**src/rtl/intpol2_d4_sequencer.sv**
```systemverilog
// intpol2_d4_sequencer
// Job sequencer for the 2x interpolator core. A host hands over one job
// (samples per frame, bypass, frame count, stall limit); the sequencer then
// starts the core once per frame, counts completed frames, inserts a
// one-cycle gap between frames, reports completion and guards the core with
// a stall watchdog.
//
// Handshake: a job transfers on a rising clk edge where cfg_valid and
// cfg_ready are both 1. cfg_ready is a pure function of state (1 only in
// IDLE), so it never depends on cfg_valid in the same cycle; cfg_* must be
// stable while cfg_valid is 1 and are captured on the transfer edge.
//
// In-cycle priority on every job state: abort, then core_done, then the
// watchdog. core_start and seq_done are decoded from state, so both are
// exactly one cycle wide and go low asynchronously with rst.

module intpol2_d4_sequencer #(
  parameter int CONFIG_WIDTH  = 32,
  parameter int FRAME_WIDTH   = 16,
  parameter int TIMEOUT_WIDTH = 16
) (
  input  logic                     clk,
  input  logic                     rst,
  // job configuration
  input  logic                     cfg_valid,
  output logic                     cfg_ready,
  input  logic [CONFIG_WIDTH-1:0]  cfg_ilen,
  input  logic                     cfg_bypass,
  input  logic [FRAME_WIDTH-1:0]   cfg_nframes,
  input  logic [TIMEOUT_WIDTH-1:0] cfg_timeout,
  input  logic                     abort,
  // interpolator core control
  output logic                     core_start,
  output logic                     core_bypass,
  output logic [CONFIG_WIDTH-1:0]  core_ilen,
  // interpolator core status
  input  logic                     core_busy,
  input  logic                     core_done,
  input  logic                     core_stop_empty,
  input  logic                     core_stop_Afull,
  // job status
  output logic [FRAME_WIDTH-1:0]   frame_cnt,
  output logic                     seq_busy,
  output logic                     seq_done,
  output logic                     err_timeout,
  // current FSM state, for checkers and debug
  output logic [2:0]               state_dbg
);

  typedef enum logic [2:0] {
    S_IDLE      = 3'd0,
    S_START     = 3'd1,
    S_WAIT_BUSY = 3'd2,
    S_RUN       = 3'd3,
    S_GAP       = 3'd4,
    S_FINISH    = 3'd5,
    S_ERR       = 3'd6
  } state_t;

  state_t state;
  state_t state_next;

  // latched job configuration
  logic [CONFIG_WIDTH-1:0]  ilen_q;
  logic                     bypass_q;
  logic [FRAME_WIDTH-1:0]   nframes_q;
  logic [TIMEOUT_WIDTH-1:0] timeout_q;

  // watchdog counter: consecutive stalled cycles in the current state
  logic [TIMEOUT_WIDTH-1:0] wd_cnt;

  // decoded events
  logic                     accept;
  logic                     stall;
  logic                     in_watch;
  logic                     wd_hit;
  logic                     frame_last;
  logic [FRAME_WIDTH-1:0]   frame_inc;
  logic [TIMEOUT_WIDTH-1:0] wd_inc;
  logic                     done_take;
  logic                     err_take;

  assign accept     = cfg_valid && (state == S_IDLE);
  assign stall      = core_stop_empty | core_stop_Afull;
  assign in_watch   = (state == S_WAIT_BUSY) || (state == S_RUN);
  assign frame_inc  = frame_cnt + {{(FRAME_WIDTH-1){1'b0}}, 1'b1};
  // nframes == 0 means continuous: no frame is ever the last one
  assign frame_last = (nframes_q != '0) && (frame_inc == nframes_q);
  // saturate so a long stall with the watchdog off can never wrap to a hit
  assign wd_inc     = (wd_cnt == {TIMEOUT_WIDTH{1'b1}}) ? wd_cnt
                      : wd_cnt + {{(TIMEOUT_WIDTH-1){1'b0}}, 1'b1};
  // the hit fires in the cycle whose stall makes the count reach the limit
  assign wd_hit     = stall && (timeout_q != '0) && (wd_inc == timeout_q);

  // State register
  always_ff @(posedge clk or posedge rst) begin
    if (rst) begin
      state <= S_IDLE;
    end else begin
      state <= state_next;
    end
  end

  // Next-state decode, with abort > core_done > watchdog on every job state
  always_comb begin
    state_next = state;
    done_take  = 1'b0;
    err_take   = 1'b0;
    case (state)
      S_IDLE: begin
        if (accept) begin
          state_next = S_START;
        end
      end
      S_START: begin
        state_next = abort ? S_IDLE : S_WAIT_BUSY;
      end
      S_WAIT_BUSY: begin
        if (abort) begin
          state_next = S_IDLE;
        end else if (core_done) begin
          // zero-length frame: core finished without ever showing busy
          done_take  = 1'b1;
          state_next = frame_last ? S_FINISH : S_GAP;
        end else if (wd_hit) begin
          err_take   = 1'b1;
          state_next = S_ERR;
        end else if (core_busy) begin
          state_next = S_RUN;
        end
      end
      S_RUN: begin
        if (abort) begin
          state_next = S_IDLE;
        end else if (core_done) begin
          done_take  = 1'b1;
          state_next = frame_last ? S_FINISH : S_GAP;
        end else if (wd_hit) begin
          err_take   = 1'b1;
          state_next = S_ERR;
        end
      end
      S_GAP: begin
        state_next = abort ? S_IDLE : S_START;
      end
      S_FINISH: begin
        state_next = S_IDLE;
      end
      S_ERR: begin
        if (abort) begin
          state_next = S_IDLE;
        end
      end
      default: begin
        state_next = S_IDLE;
      end
    endcase
  end

  // Job configuration capture; held until the next accepted job
  always_ff @(posedge clk or posedge rst) begin
    if (rst) begin
      ilen_q    <= '0;
      bypass_q  <= 1'b0;
      nframes_q <= '0;
      timeout_q <= '0;
    end else if (accept) begin
      ilen_q    <= cfg_ilen;
      bypass_q  <= cfg_bypass;
      nframes_q <= cfg_nframes;
      timeout_q <= cfg_timeout;
    end
  end

  // Frame counter: cleared on accept, bumped on each taken core_done
  always_ff @(posedge clk or posedge rst) begin
    if (rst) begin
      frame_cnt <= '0;
    end else if (accept) begin
      frame_cnt <= '0;
    end else if (done_take) begin
      frame_cnt <= frame_inc;
    end
  end

  // Sticky timeout flag: set on entry to ERR, cleared only by a new job
  always_ff @(posedge clk or posedge rst) begin
    if (rst) begin
      err_timeout <= 1'b0;
    end else if (accept) begin
      err_timeout <= 1'b0;
    end else if (err_take) begin
      err_timeout <= 1'b1;
    end
  end

  // Watchdog: counts consecutive stalled cycles, restarts on any state change
  always_ff @(posedge clk or posedge rst) begin
    if (rst) begin
      wd_cnt <= '0;
    end else if ((state_next != state) || !in_watch) begin
      wd_cnt <= '0;
    end else if (stall) begin
      wd_cnt <= wd_inc;
    end else begin
      wd_cnt <= '0;
    end
  end

  // Moore outputs decoded from state
  always_comb begin
    cfg_ready  = 1'b0;
    core_start = 1'b0;
    seq_done   = 1'b0;
    seq_busy   = 1'b1;
    case (state)
      S_IDLE: begin
        cfg_ready = 1'b1;
        seq_busy  = 1'b0;
      end
      S_START:  core_start = 1'b1;
      S_FINISH: seq_done   = 1'b1;
      default:  seq_busy   = 1'b1;
    endcase
  end

  assign core_ilen   = ilen_q;
  assign core_bypass = bypass_q;
  assign state_dbg   = state;

endmodule
```
**config.mk**
```make
export PLATFORM = sky130hd
export DESIGN_NAME = intpol2_d4_sequencer
export DESIGN_NICKNAME = d
export VERILOG_FILES = /design/src/rtl/intpol2_d4_sequencer.sv
export SDC_FILE = /design/constraint.sdc
export NUM_CORES = 1
export LEC_CHECK = 0
export BUFFER_PORTS_ARGS = -buffer_cell sky130_fd_sc_hd__clkbuf_2
export CAP_MARGIN = 20
export CORE_MARGIN = 2
export CORE_UTILIZATION = 54
export CTS_CLUSTER_DIAMETER = 120
export DETAILED_ROUTE_END_ITERATION = 12
export MAX_ROUTING_LAYER = met4
export PLACE_DENSITY = 0.87
export RECOVER_POWER = 25
export SYNTH_ARGS = -nofsm -noshare
export SYNTH_HDL_FRONTEND = slang
export SYNTH_SLANG_ARGS = --single-unit
```
**constraint.sdc**
```tcl
create_clock -name clk -period 4 [get_ports clk]
set_input_delay 0.2 -clock clk [delete_from_list [all_inputs] [get_ports clk]]
set_output_delay 0.2 -clock clk [all_outputs]
set_load 0.005 [all_outputs]
```
* Yosys cells after proc, flatten, opt, wreduce, memory -nomap -nowiden
Index checks and enable logic that the tools add are counted.
** Word-level totals
- Register bits :: 101
- Latch bits :: 0
- RAM bits :: 0
- ROM bits :: 0
- Input port bits :: 73
- Word-level logic and storage cells :: 65
- Memories :: 0
** Cells by class
- $add $sub $neg :: 2
- Multipliers :: 0
- Div/mod/pow operators :: 0
- $lt $le $gt $ge :: 0
- Equal/unequal tests :: 10
- Shifts and indexed selects :: 0
- Mux-type cells :: 31
- Bitwise logic cells :: 1
- Reductions and logical operators :: 13
** Operator list (number)
- $mux 16 :: 5
- $add 16x1->16 const B :: 2
- $eq 16x16->1 :: 2
- $reduce_bool 16->1 :: 2
- $mux 3 :: 9
- $pmux 3 s6 :: 1
- $eq 16x16->1 const B :: 1
- $mux 1 :: 15
- $eq 3x3->1 const B :: 3
- $eq 3x2->1 const B :: 2
- $logic_and 1x1->1 :: 4
- $reduce_bool 2->1 :: 2
- $eq 3x1->1 const B :: 1
- $logic_not 3->1 :: 1
- $ne 3x3->1 :: 1
- $logic_or 1x1->1 :: 2
- $mux 2 :: 1
- $reduce_or 2->1 :: 1
- $logic_not 1->1 :: 1
- $or 1x1->1 :: 1

* Depth between registers and ports, before layout
- Depth in word-level cells :: 11
- Depth in mapped cells :: 10
- Gate-level depth less buffers :: 8

* Least setup slack after synthesis
No wires, ideal clock.
- Path type :: register -> register
- Start point :: register wd_cnt[0]
- End point :: register wd_cnt[14]
- Data arrival time :: 2689 ps
- Data required time :: 3861 ps
- Path slack :: 1172 ps
- Stages on the path, launching flop included :: 11
- Buffers on the path :: 2
- Clock period less this slack :: 2828 ps
- Cells stage by stage :: dfrtp_1 -> ha_1 -> nand4_1 -> or4_4 -> buf_6 -> nor2_1 -> o21ai_1 -> a311o_1 -> nor4_4 -> buf_6 -> nor3_2
** On the way
- Cells in the longest elaborated chain, start to end :: 11
** Ends and longest elaborated chain
- from (decl) :: RTL line 70 : logic [TIMEOUT_WIDTH-1:0] wd_cnt;
- from (signal assigned) :: RTL line 204 : wd_cnt <= wd_inc;
- $add 16x1->16 / $eq 16x16->1 (equally long branches) :: RTL line 91, 90
- $mux 16 (*) :: RTL line 90 : assign wd_inc = (wd_cnt == {TIMEOUT_WIDTH{1'b1}}) ? wd_cnt
- $eq 16x16->1 :: RTL line 93 : assign wd_hit = stall && (timeout_q != '0) && (wd_inc == timeout_q);
- $logic_and 1x1->1 :: RTL line 93
- $mux 3, on equally long branches :: RTL line 138, 125
- $mux 3, on equally long branches :: RTL line 135, 121
- $mux 3, on equally long branches :: RTL line 133, 119
- $pmux 3 s6 :: RTL line 109 : case (state)
- $ne 3x3->1 :: RTL line 201 : end else if ((state_next != state) || !in_watch) begin
- $logic_or 1x1->1 :: RTL line 201
- $mux 16 (*) :: RTL line 201
Every way passes the cells marked *; elsewhere a longest branch is shown, timed or not.
A chain may end at the register's enable or synchronous reset.

* Worst setup path after layout
- Start point :: register wd_cnt[0]
- End point :: register state[2] (netlist: state_dbg[2])
** On the way
- Cells in the longest elaborated chain, start to end :: 8
** Ends and longest elaborated chain
- $add 16x1->16 / $eq 16x16->1 (equally long branches) :: RTL line 91, 90
- $mux 16 (*) :: RTL line 90
- $eq 16x16->1 (*) :: RTL line 93
- $logic_and 1x1->1 (*) :: RTL line 93
- $mux 3, on equally long branches :: RTL line 138, 125
- $mux 3, on equally long branches :: RTL line 135, 121
- $mux 3, on equally long branches :: RTL line 133, 119
- $pmux 3 s6 (*) :: RTL line 109
- via state_next[2] :: RTL line 61 : state_t state_next;
- to (signal assigned) :: RTL line 100 : state <= state_next;
- to (decl) :: RTL line 60 : state_t state;
The timed path passes the listed nets; every way through them passes the cells marked *.

==> results.toml <==
[status]
status = "finished with violations"
failed_checks = "capacitance limit, slew limit"

[synth]
synth-adder-area-share_pct = 0.4649
synth_compound_area_share_pct = 8.763
async_reset_ff_share_pct = 100.0
ys_seq_elements = 101
seq_area_frac_synth_pct = 46.95
yosys.area_share.simple_pct = 31.57
yosys-top-cells-area = "dfrtp_1, nand2_1, xnor2_1"
synth_top_family_by_area = "simple AND/OR/NAND/NOR gates"
ys.flop_type = "dfrtp_1"
synth.top_cell.area_share_pct = 46.95
synth_area_um2 = 5383
synth_xor_xnor_area_share_pct = 7.973
syn_nets = 709
synth.mux.area_fraction_pct = 1.139
synth_edf_count = 0
synth_cells = 634
yosysWarnings = 0
synth_top_area_cell = "dfrtp_1"
avgSynthCellArea_um2 = 8.490
synth_cell_types = 56

[power_and_ir_drop]
p_switching_mw = 1.152
power.internal_mw = 2.015
swShare_pct = 36.36
p_clk_share_pct = 20.1
p_leak_nw = 3.093
ir_drop_mv = 0.3220
power_frac_seq_pct = 50.0
power_frac_comb_pct = 29.9
power.density_nw_per_um2 = 503.4

[floorplanning]
fp.dieW_um = 103.8
core-area_um2 = 9729
fp.dieH_um = 103.8
core.rowCount = 36
dieArea_um2 = 10780
start_util_pct = 55.32
ioPinCount = 130

[timing]
holdWs_ns = 0.01190
slew_violations = 71
hold_viol = 0
min_period_ns = 3.308
rsz0062_at_grt = "no"
setup_tns_ns = 0
period_share_pct = 82.70
fmax_mhz = 302.3
fin_skew_ns = 0.008029
worst_pin_slew_ns = 3.037
setup_viol = 0
relSlewSlack_pct = -103.6

[place]
hpwl_um = 9728
gp_congestion = 0.9849
io_buffers = 129

[setup_path]
crit_path_end_kind = "register"
critPathLaunchType = "register"
crit_type = "register to register"
worst_r2r_path_depth = 9
startpoint = "wd_cnt[0]"
critical_path_required_ns = 4.32
reg2reg_from = "wd_cnt[0]"
crit_fanout = 13
cp.arrival_ns = 3.62

[drt]
ant_nets = 0
wl_per_cell_um = 15.65
vias_per_cell = 5.595
vias = 4957
drtPass1Iterations = 5
routed_wl_um = 13870
drtIter0Drc = 385
drc = 0

[grt]
grt_pass1_wl_um = 23070
grt_pass1_vias = 4666
grt.overflow.total = 0
grt_usage_pct = 27.11
grt_max_degree = 71
antenna_found_initial = 0

[clocking]
cts_buffers = 9
cts_buffer_depth = 2
post-cts-setup-buffers = 0
htreeDepth = 3
cts_hold_buf = 0
cts-resized-gates = 0
cts_tree = "yes"
root_buffer = "clkbuf_8"
cts_num_sinks = 101
path_clk_slew_ns = 0.10
clock_latency_ns = 0.37

[cells_and_area]
fin_nets = 824
layout-drive-gt1-share_pct = 22.58
nFillCells = 840
area_growth_pct = 16.88
register_area_um2 = 2527
multi_input_area_um2 = 2690
diodes = 0

[min_path]
holdPathStages = 3
min_path_type = "input pin to register"
min_from = "cfg_ilen[31]"

[run]
max_cap_violations = 1
power groups by stage:
stage          Sequential [mW]  Combinational (mW)  Clock, mW
6_report                  1.58               0.946      0.636
5_1_grt                   1.62                1.07      0.696
4_1_cts                   1.58               0.952      0.648
3_5_place_dp              1.59               0.952          0
3_3_place_gp              1.58               0.915          0
2_1_floorplan             1.53               0.603          0
critical path, stage by stage, from the launching register on:
cell and delay, ns:
dfrtp_1 0.55, ha_1 0.32, nand4_1 0.30, or4_4 0.69, and3_1 0.23, o21ai_0 0.18
nand4_1 0.20, nor4_4 0.34, buf_4 0.28, o211a_1 0.16
cells in the mapped netlist (3+ instances only):
cell type,number
a21oi_1,7
a31oi_1,3
and3_1,11
and4_1,3
buf_1,4
buf_2,3
clkbuf_1,23
dfrtp_1,101
inv_1,8
mux2i_1,5
nand2_1,224
nand2b_1,3
nand3_1,23
nand4_1,16
nor2_1,22
nor3_1,15
nor3_2,7
nor3b_1,7
nor4_1,15
o21ai_0,35
o31ai_1,3
xnor2_1,32
xor2_1,17
path summary, 6_finish.rpt:
kind                            slack [ns]       endpoint
worst max-delay path                  0.69   state_dbg[2]
worst min-delay path                  0.01  core_ilen[31]
worst max register to register        0.69   state_dbg[2]
worst min register to register        0.48  core_ilen[19]
max in group asynchronous             1.89      wd_cnt[1]
min in group asynchronous             0.69  core_ilen[28]
cell families after synthesis:
family                     Yosys count
DFF                                101
xor gates and xnor gates            49
adders and majority gates            2
and+or+nand+nor                    362
muxes                                6
buffers and inverters               40
AOI/OAI and AO/OA                   74
cell usage in the layout (no fill, tap or decap), types with 16 or more instances in the layout:
master    netlist  routed
nor2_1         22      22
xor2_1         17      17
nand3_1        23      23
clkbuf_2        0     129
dfrtp_1       101     101
xnor2_1        32      32
nand2_1       224     223
o21ai_0        35      35
nand4_1        16      16
final cells by class:
type                       count  share of cell area [%]
tap                          133                   2.645
multi-input combinational    493                   42.76
inverter                       8                  0.4972
timing repair buffer         136                   11.06
sequential                   101                   40.17
clock buffer                  11                   2.088
clock inverter                 4                  0.7757
per-layer routing:
metal / up-vias / share of wire (%) / track usage (%)
met5: - / 0 / -
met4: 0 / 1.8 / 8.977
met3: 25 / 6.4 / 3.524
met2: 214 / 46 / 40.74
met1: 2343 / 46 / 38.38
li1: 2375 / - / -
metrics by stage:
step                area [µm²]  setup WS (ns)  utilization [%]  cells  power (mW)
floorplan                 5383          1.153                -    634       2.135
global placement          6107         0.8871            62.77    870       2.497
detailed placement        6107         0.7619            62.77    870       2.539
CTS                       6287         0.7297            64.62    885       3.177
global route              6291         0.4304            64.66    886       3.385
finish                    6291         0.6922            64.66    886       3.167
flip-flops by register name (all words and copies together) (netlist names):
signal       flops
wd_cnt          16
core_ilen       32
timeout_q       16
core_bypass      1
state_dbg        3
nframes_q       16
err_timeout      1
frame_cnt       16
Power figures use the tool's default switching activity.
